**src/rtl/mem_port_arbiter_pkg.sv**
```systemverilog
// Shared types for the unified-memory port arbiter: FSM states, owner tags
// and the width of the IF starvation counter.
package mem_arb_pkg;

  typedef enum logic [1:0] {
    IDLE,
    ISSUE,
    WAIT
  } arb_state_t;

  typedef enum logic {
    OWN_IF,
    OWN_D
  } owner_t;

  localparam int STARVE_CNT_W = 4;

endpackage

```
**src/rtl/mem_port_arbiter_if.sv**
```systemverilog
// Signal bundle between the arbiter, the fetch and load/store requesters,
// and the single memory port. The arbiter uses 'slave'; the outside world 'master'.
interface mem_port_arbiter_if #(
  parameter int ADDR_W = 32,
  parameter int DATA_W = 32
);

  logic                  if_req;
  logic [ADDR_W-1:0]     if_addr;
  logic                  if_rvalid;
  logic [DATA_W-1:0]     if_rdata;
  logic                  if_stall;

  logic                  d_req;
  logic                  d_we;
  logic [DATA_W/8-1:0]   d_be;
  logic [ADDR_W-1:0]     d_addr;
  logic [DATA_W-1:0]     d_wdata;
  logic                  d_rvalid;
  logic [DATA_W-1:0]     d_rdata;
  logic                  d_stall;

  logic                  mem_req;
  logic                  mem_we;
  logic [DATA_W/8-1:0]   mem_be;
  logic [ADDR_W-1:0]     mem_addr;
  logic [DATA_W-1:0]     mem_wdata;
  logic                  mem_ready;
  logic                  mem_rvalid;
  logic [DATA_W-1:0]     mem_rdata;

  logic                  spurious_err;

  modport slave (
    input  if_req, if_addr,
    input  d_req, d_we, d_be, d_addr, d_wdata,
    input  mem_ready, mem_rvalid, mem_rdata,
    output if_rvalid, if_rdata, if_stall,
    output d_rvalid, d_rdata, d_stall,
    output mem_req, mem_we, mem_be, mem_addr, mem_wdata,
    output spurious_err
  );

  modport master (
    output if_req, if_addr,
    output d_req, d_we, d_be, d_addr, d_wdata,
    output mem_ready, mem_rvalid, mem_rdata,
    input  if_rvalid, if_rdata, if_stall,
    input  d_rvalid, d_rdata, d_stall,
    input  mem_req, mem_we, mem_be, mem_addr, mem_wdata,
    input  spurious_err
  );

endinterface

```
**src/rtl/mem_port_arbiter_starve.sv**
```systemverilog
// Saturating count of DATA grants taken while IF is waiting; at_max_o tells
// the arbiter that IF must win the next grant.
module arb_starve_counter
  import mem_arb_pkg::*;
#(
  parameter int STARVE_MAX = 4
) (
  input  logic clk,
  input  logic rst,
  input  logic grant_d_i,
  input  logic grant_if_i,
  input  logic if_req_i,
  output logic at_max_o
);

  localparam logic [STARVE_CNT_W-1:0] MaxCnt = STARVE_CNT_W'(STARVE_MAX);

  logic [STARVE_CNT_W-1:0] cnt_q, cnt_d;

  always_comb begin
    cnt_d = cnt_q;
    if (!if_req_i || grant_if_i) begin
      cnt_d = '0;
    end else if (grant_d_i && (cnt_q != MaxCnt)) begin
      cnt_d = cnt_q + 1'b1;
    end
  end

  always_ff @(posedge clk or posedge rst) begin
    if (rst) begin
      cnt_q <= '0;
    end else begin
      cnt_q <= cnt_d;
    end
  end

  assign at_max_o = (cnt_q == MaxCnt);

endmodule

```
**src/rtl/mem_port_arbiter.sv**
```systemverilog
// Arbitrates instruction fetch and load/store onto one single-ported memory,
// one transaction outstanding at a time, DATA first with an IF starvation guard.
module mem_port_arbiter
  import mem_arb_pkg::*;
#(
  parameter int ADDR_W     = 32,
  parameter int DATA_W     = 32,
  parameter int STARVE_MAX = 4
) (
  input  logic                    clk,
  input  logic                    rst,
  mem_port_arbiter_if.slave       bus_io
);

  localparam int BE_W = DATA_W / 8;

  arb_state_t          state_q, state_d;
  owner_t              owner_q, owner_d;
  logic                mem_req_q, mem_req_d;
  logic                mem_we_q, mem_we_d;
  logic [BE_W-1:0]     mem_be_q, mem_be_d;
  logic [ADDR_W-1:0]   mem_addr_q, mem_addr_d;
  logic [DATA_W-1:0]   mem_wdata_q, mem_wdata_d;
  logic                if_rvalid_q, if_rvalid_d;
  logic                d_rvalid_q, d_rvalid_d;
  logic [DATA_W-1:0]   if_rdata_q, if_rdata_d;
  logic [DATA_W-1:0]   d_rdata_q, d_rdata_d;
  logic                spurious_q, spurious_d;

  logic                grant_d;
  logic                grant_if;
  logic                at_max;

  arb_starve_counter #(
    .STARVE_MAX (STARVE_MAX)
  ) u_starve (
    .clk        (clk),
    .rst        (rst),
    .grant_d_i  (grant_d),
    .grant_if_i (grant_if),
    .if_req_i   (bus_io.if_req),
    .at_max_o   (at_max)
  );

  always_comb begin
    state_d     = state_q;
    owner_d     = owner_q;
    mem_req_d   = mem_req_q;
    mem_we_d    = mem_we_q;
    mem_be_d    = mem_be_q;
    mem_addr_d  = mem_addr_q;
    mem_wdata_d = mem_wdata_q;
    if_rvalid_d = 1'b0;
    d_rvalid_d  = 1'b0;
    if_rdata_d  = if_rdata_q;
    d_rdata_d   = d_rdata_q;
    grant_d     = 1'b0;
    grant_if    = 1'b0;
    spurious_d  = spurious_q | (bus_io.mem_rvalid && (state_q != WAIT));

    unique case (state_q)
      IDLE: begin
        if (bus_io.d_req && !(bus_io.if_req && at_max)) begin
          grant_d     = 1'b1;
          owner_d     = OWN_D;
          mem_req_d   = 1'b1;
          mem_we_d    = bus_io.d_we;
          mem_be_d    = bus_io.d_be;
          mem_addr_d  = bus_io.d_addr;
          mem_wdata_d = bus_io.d_wdata;
          state_d     = ISSUE;
        end else if (bus_io.if_req) begin
          // Fetches are always full-word reads.
          grant_if    = 1'b1;
          owner_d     = OWN_IF;
          mem_req_d   = 1'b1;
          mem_we_d    = 1'b0;
          mem_be_d    = '1;
          mem_addr_d  = bus_io.if_addr;
          mem_wdata_d = '0;
          state_d     = ISSUE;
        end
      end
      ISSUE: begin
        if (bus_io.mem_ready) begin
          mem_req_d = 1'b0;
          state_d   = WAIT;
        end
      end
      WAIT: begin
        if (bus_io.mem_rvalid) begin
          state_d = IDLE;
          if (owner_q == OWN_IF) begin
            if_rvalid_d = 1'b1;
            if_rdata_d  = bus_io.mem_rdata;
          end else begin
            d_rvalid_d = 1'b1;
            if (!mem_we_q) begin
              d_rdata_d = bus_io.mem_rdata;
            end
          end
        end
      end
      default: begin
        state_d = IDLE;
      end
    endcase
  end

  always_ff @(posedge clk or posedge rst) begin
    if (rst) begin
      state_q     <= IDLE;
      owner_q     <= OWN_IF;
      mem_req_q   <= 1'b0;
      mem_we_q    <= 1'b0;
      mem_be_q    <= '0;
      mem_addr_q  <= '0;
      mem_wdata_q <= '0;
      if_rvalid_q <= 1'b0;
      d_rvalid_q  <= 1'b0;
      if_rdata_q  <= '0;
      d_rdata_q   <= '0;
      spurious_q  <= 1'b0;
    end else begin
      state_q     <= state_d;
      owner_q     <= owner_d;
      mem_req_q   <= mem_req_d;
      mem_we_q    <= mem_we_d;
      mem_be_q    <= mem_be_d;
      mem_addr_q  <= mem_addr_d;
      mem_wdata_q <= mem_wdata_d;
      if_rvalid_q <= if_rvalid_d;
      d_rvalid_q  <= d_rvalid_d;
      if_rdata_q  <= if_rdata_d;
      d_rdata_q   <= d_rdata_d;
      spurious_q  <= spurious_d;
    end
  end

  // Stalls depend only on the live request and the registered response pulse.
  assign bus_io.if_stall     = bus_io.if_req && !if_rvalid_q;
  assign bus_io.d_stall      = bus_io.d_req && !d_rvalid_q;
  assign bus_io.if_rvalid    = if_rvalid_q;
  assign bus_io.if_rdata     = if_rdata_q;
  assign bus_io.d_rvalid     = d_rvalid_q;
  assign bus_io.d_rdata      = d_rdata_q;
  assign bus_io.mem_req      = mem_req_q;
  assign bus_io.mem_we       = mem_we_q;
  assign bus_io.mem_be       = mem_be_q;
  assign bus_io.mem_addr     = mem_addr_q;
  assign bus_io.mem_wdata    = mem_wdata_q;
  assign bus_io.spurious_err = spurious_q;

endmodule

```
**src/flat_wrapper.sv**
```systemverilog
// flat-port wrapper written by rule: the top's interface ports become plain ports
module mem_port_arbiter_flat import mem_arb_pkg::*;
#(
  parameter int ADDR_W     = 32,
  parameter int DATA_W     = 32,
  parameter int STARVE_MAX = 4
)
  (clk, rst, bus_io_if_req, bus_io_if_addr, bus_io_d_req, bus_io_d_we, bus_io_d_be, bus_io_d_addr, bus_io_d_wdata, bus_io_mem_ready, bus_io_mem_rvalid, bus_io_mem_rdata, bus_io_if_rvalid, bus_io_if_rdata, bus_io_if_stall, bus_io_d_rvalid, bus_io_d_rdata, bus_io_d_stall, bus_io_mem_req, bus_io_mem_we, bus_io_mem_be, bus_io_mem_addr, bus_io_mem_wdata, bus_io_spurious_err);
  mem_port_arbiter_if #(.ADDR_W(ADDR_W), .DATA_W(DATA_W)) bus_io_i ();
  input  logic clk;
  input  logic rst;
  input wire logic [$bits(bus_io_i.if_req)-1:0] bus_io_if_req;
  input wire logic [$bits(bus_io_i.if_addr)-1:0] bus_io_if_addr;
  input wire logic [$bits(bus_io_i.d_req)-1:0] bus_io_d_req;
  input wire logic [$bits(bus_io_i.d_we)-1:0] bus_io_d_we;
  input wire logic [$bits(bus_io_i.d_be)-1:0] bus_io_d_be;
  input wire logic [$bits(bus_io_i.d_addr)-1:0] bus_io_d_addr;
  input wire logic [$bits(bus_io_i.d_wdata)-1:0] bus_io_d_wdata;
  input wire logic [$bits(bus_io_i.mem_ready)-1:0] bus_io_mem_ready;
  input wire logic [$bits(bus_io_i.mem_rvalid)-1:0] bus_io_mem_rvalid;
  input wire logic [$bits(bus_io_i.mem_rdata)-1:0] bus_io_mem_rdata;
  output wire logic [$bits(bus_io_i.if_rvalid)-1:0] bus_io_if_rvalid;
  output wire logic [$bits(bus_io_i.if_rdata)-1:0] bus_io_if_rdata;
  output wire logic [$bits(bus_io_i.if_stall)-1:0] bus_io_if_stall;
  output wire logic [$bits(bus_io_i.d_rvalid)-1:0] bus_io_d_rvalid;
  output wire logic [$bits(bus_io_i.d_rdata)-1:0] bus_io_d_rdata;
  output wire logic [$bits(bus_io_i.d_stall)-1:0] bus_io_d_stall;
  output wire logic [$bits(bus_io_i.mem_req)-1:0] bus_io_mem_req;
  output wire logic [$bits(bus_io_i.mem_we)-1:0] bus_io_mem_we;
  output wire logic [$bits(bus_io_i.mem_be)-1:0] bus_io_mem_be;
  output wire logic [$bits(bus_io_i.mem_addr)-1:0] bus_io_mem_addr;
  output wire logic [$bits(bus_io_i.mem_wdata)-1:0] bus_io_mem_wdata;
  output wire logic [$bits(bus_io_i.spurious_err)-1:0] bus_io_spurious_err;
  assign bus_io_i.if_req = bus_io_if_req;
  assign bus_io_i.if_addr = bus_io_if_addr;
  assign bus_io_i.d_req = bus_io_d_req;
  assign bus_io_i.d_we = bus_io_d_we;
  assign bus_io_i.d_be = bus_io_d_be;
  assign bus_io_i.d_addr = bus_io_d_addr;
  assign bus_io_i.d_wdata = bus_io_d_wdata;
  assign bus_io_i.mem_ready = bus_io_mem_ready;
  assign bus_io_i.mem_rvalid = bus_io_mem_rvalid;
  assign bus_io_i.mem_rdata = bus_io_mem_rdata;
  assign bus_io_if_rvalid = bus_io_i.if_rvalid;
  assign bus_io_if_rdata = bus_io_i.if_rdata;
  assign bus_io_if_stall = bus_io_i.if_stall;
  assign bus_io_d_rvalid = bus_io_i.d_rvalid;
  assign bus_io_d_rdata = bus_io_i.d_rdata;
  assign bus_io_d_stall = bus_io_i.d_stall;
  assign bus_io_mem_req = bus_io_i.mem_req;
  assign bus_io_mem_we = bus_io_i.mem_we;
  assign bus_io_mem_be = bus_io_i.mem_be;
  assign bus_io_mem_addr = bus_io_i.mem_addr;
  assign bus_io_mem_wdata = bus_io_i.mem_wdata;
  assign bus_io_spurious_err = bus_io_i.spurious_err;
  mem_port_arbiter #(.ADDR_W(ADDR_W), .DATA_W(DATA_W), .STARVE_MAX(STARVE_MAX)) u_core (.clk(clk), .rst(rst), .bus_io(bus_io_i));
endmodule
```
**config.mk**
```make
export PLATFORM = sky130hd
export DESIGN_NAME = mem_port_arbiter_flat
export DESIGN_NICKNAME = d
export VERILOG_FILES = /design/src/rtl/mem_port_arbiter_pkg.sv /design/src/rtl/mem_port_arbiter_if.sv /design/src/rtl/mem_port_arbiter_starve.sv /design/src/rtl/mem_port_arbiter.sv /design/src/flat_wrapper.sv
export SDC_FILE = /design/constraint.sdc
export NUM_CORES = 1
export LEC_CHECK = 0
export CORE_ASPECT_RATIO = 0.7
export CORE_UTILIZATION = 45
export DETAILED_ROUTE_END_ITERATION = 8
export PLACE_DENSITY = 0.87
export SLEW_MARGIN = 20
export SYNTH_ARGS = -nofsm -noshare
export SYNTH_HDL_FRONTEND = slang
export SYNTH_SLANG_ARGS = --single-unit
```
**constraint.sdc**
```tcl
create_clock -name clk -period 9.2 [get_ports clk]
set_input_delay 1.38 -clock clk [delete_from_list [all_inputs] [get_ports clk]]
set_output_delay 1.38 -clock clk [all_outputs]
set_load 0.1 [all_outputs]
```
==> flow_summary.yaml <==
critical_path:
  timing.critical_path.cells: "clkdlybuf4s50_1 -> buf_4 -> clkinv_1 -> nor2_1 -> clkdlybuf4s50_1"
  crit_buf_inv: 4
  cpMaxStageDelayCell: "clkdlybuf4s50_1"
  cp_top_family: "buffers and inverters"
  worstPathMaxFanout: 41
  cp.depth: 5
  path_class: "in2out"
  max_stage_delay_ns: 1.22
  critPathArrivalTime_ns: 4.74
  crit_path_start_kind: "input port"
  path_common_cell: "clkdlybuf4s50_1"
  end_kind: "output port"
  r2r_cells: 6
  required_ns: 7.82
route:
  wl_um: 17800
  vias: 5108
  post_drt_wl_per_cell_um: 19.3
  drtIter0Drc: 292
  drc: 0
  antenna_left: 0
  routed_via_density: 5.52
  first_pass_iters: 7
synthesis:
  async_flop_share: 1.00
  avgSynthCellArea_um2: 13.1
  synthCells: 467
  ys_seq_elements: 144
  synth_edf_count: 0
  synth.distinct_cells: 39
  syn_nets: 608
  syn_area_mm2: 0.00612
  synth_area_leaders: "dfrtp_1 (59%), mux2_4 (7.4%), mux2_2 (4.8%)"
  yosysWarnings: 0
  yosysTopAreaCell: "dfrtp_1"
  synth_ff_type: "dfrtp_1"
  yosysSeqAreaShare: 0.588
  netlist.area_leader.share: 0.588
placement:
  hpwl_um: 12200
  gp_congestion: 0.811
  io_buffer_count: 277
grt:
  antenna_found_initial: 0
  grt.overflow.total: 0
  grt_pass1_vias: 5165
  grt_usage: 0.258
  grt_pass1_wl_um: 28000
  grt_max_degree: 80
clock_network:
  ctsRootBufferMaster: "clkbuf_16"
  clk_latency_ns: 0.41
  cts_hold_buf: 0
  path_clk_slew_ns: 0.06
  cts.sinks: 144
  numCtsBuffers: 17
  cts_tree: "built"
  htree_levels: 4
  cts-resized-gates: 0
  cts_setup_buffers: 0
  clk_path_buf_depth: 2
timing:
  slew_headroom: 0.304
  max_slew.worst_pin.slew_ns: 1.04
  rsz0062_at_grt: "no"
  final_hold_viol_count: 0
  tns_ns: 0
  period_minus_slack_ns: 6.12
  fin_crit_sh: 0.665
  timing.fmax_ghz: 0.163
  finalClockSkew_ns: 0.0119
  finalSetupViolCount: 0
  drv_slew: 0
  hold_slack_ns: 0.461
final_layout:
  synthToLayoutAreaGrowth_pct: 56.2
  drive_gt1_frac: 0.146
  num-nets-final: 868
  layout_common_cells: "clkdlybuf4s50_1 (277), dfrtp_1 (144), nand4_1 (34), nand3_1 (34)"
  final_common_cell: "clkdlybuf4s50_1"
  diodes: 0
  post-route-util: 0.723
floorplan:
  core_mm2: 0.0132
  die_area_mm2: 0.0141
  start_util: 0.463
  die_h_um: 99.6
  pin_count: 278
  die_x_um: 141
  row_count: 35
worst_hold_path:
  min_path_cells: 1
  min-delay-path-class: "reg2reg"
flow_run:
  max_cap_violations: 0
run_status:
  outcome: "finished clean"
## cell usage after synthesis (6+ instances only)
library cell  count
a22o_1           33
mux2_4           30
clkbuf_1         28
buf_6             8
nand3_1          34
mux2_1            8
mux2_2           26
dfrtp_1         144
nand4_1          34
nand2_1           6
o2111ai_1        32
o21ai_0          33
## logic make-up (layout without fill, tap and decap cells)
kind of cell,after synthesis,in the layout,synth area share
AO/OA/AOI/OAI,111,111,0.136
flip-flops,144,144,0.588
AND/OR/NAND/NOR,95,95,0.0917
adder cells (fa/ha/maj),2,2,0.00409
buffers and inverters,51,324,0.0435
multiplexers,64,64,0.136
## per-stage QoR
step	setup slack, ns	area [um2]	instances
after CTS	3.10	9560	925
after detailed placement	3.19	8980	893
after global routing	2.82	9560	925
final	3.08	9560	925
after global placement	3.28	8980	893
after floorplan	3.95	6120	467
## state kept, by name (all words and copies together) (netlist names)
name	flops
u_core.bus_io.d_rdata	32
u_core.bus_io.d_rvalid	1
u_core.bus_io.if_rdata	32
u_core.bus_io.if_rvalid	1
u_core.bus_io.mem_addr	32
u_core.bus_io.mem_be	4
u_core.bus_io.mem_req	1
u_core.bus_io.mem_wdata	32
u_core.bus_io.mem_we	1
u_core.bus_io.spurious_err	1
u_core.owner_q	1
u_core.state_q	2
u_core.u_starve.cnt_q	4
## per-layer routing
metal | vias up | global-route usage | wire, um
li1 | 2303 | - | -
met1 | 2511 | 0.321 | 7180
met2 | 267 | 0.442 | 8890
met3 | 27 | 0.0770 | 1400
met4 | 0 | 0.0645 | 360
met5 | - | 0 | 0
## worst register-to-register path, delay by kind of cell (launching register included)
kind	cells	cell delay (ns)
compound gates	1	0.26
buf+inv	2	0.42
flops	1	0.41
fa+ha+maj	1	0.22
simple gates	2	0.76
## cell type report
class / count / area (um2)
multi-input cells: 272 / 2280
repair buffers: 286 / 2840
clock buffers: 18 / 439
flip-flops and latches: 144 / 3600
clock inverters: 14 / 141
fillers: 910 / 3660
well taps: 185 / 231
inverters: 6 / 27.5
## final timing paths
kind	startpoint	endpoint	slack (ns)
worst max-delay path	bus_io_d_req	bus_io_d_stall	3.08
max in group asynchronous	rst	u_core.bus_io.mem_wdata[14]$_DFFE_PP0P_	6.42
min in group asynchronous	rst	u_core.bus_io.if_rdata[28]$_DFFE_PP0P_	1.47
worst min register to register	u_core.bus_io.spurious_err$_DFF_PP0_	u_core.bus_io.spurious_err$_DFF_PP0_	0.46
worst min-delay path	u_core.bus_io.spurious_err$_DFF_PP0_	u_core.bus_io.spurious_err$_DFF_PP0_	0.46
worst max register to register	u_core.u_starve.cnt_q[0]$_DFFE_PP0P_	u_core.bus_io.mem_be[2]$_DFFE_PP0P_	7.02
Power is not shown: default switching activity piles up to over one toggle a cycle in this logic, so the estimate is an artifact.
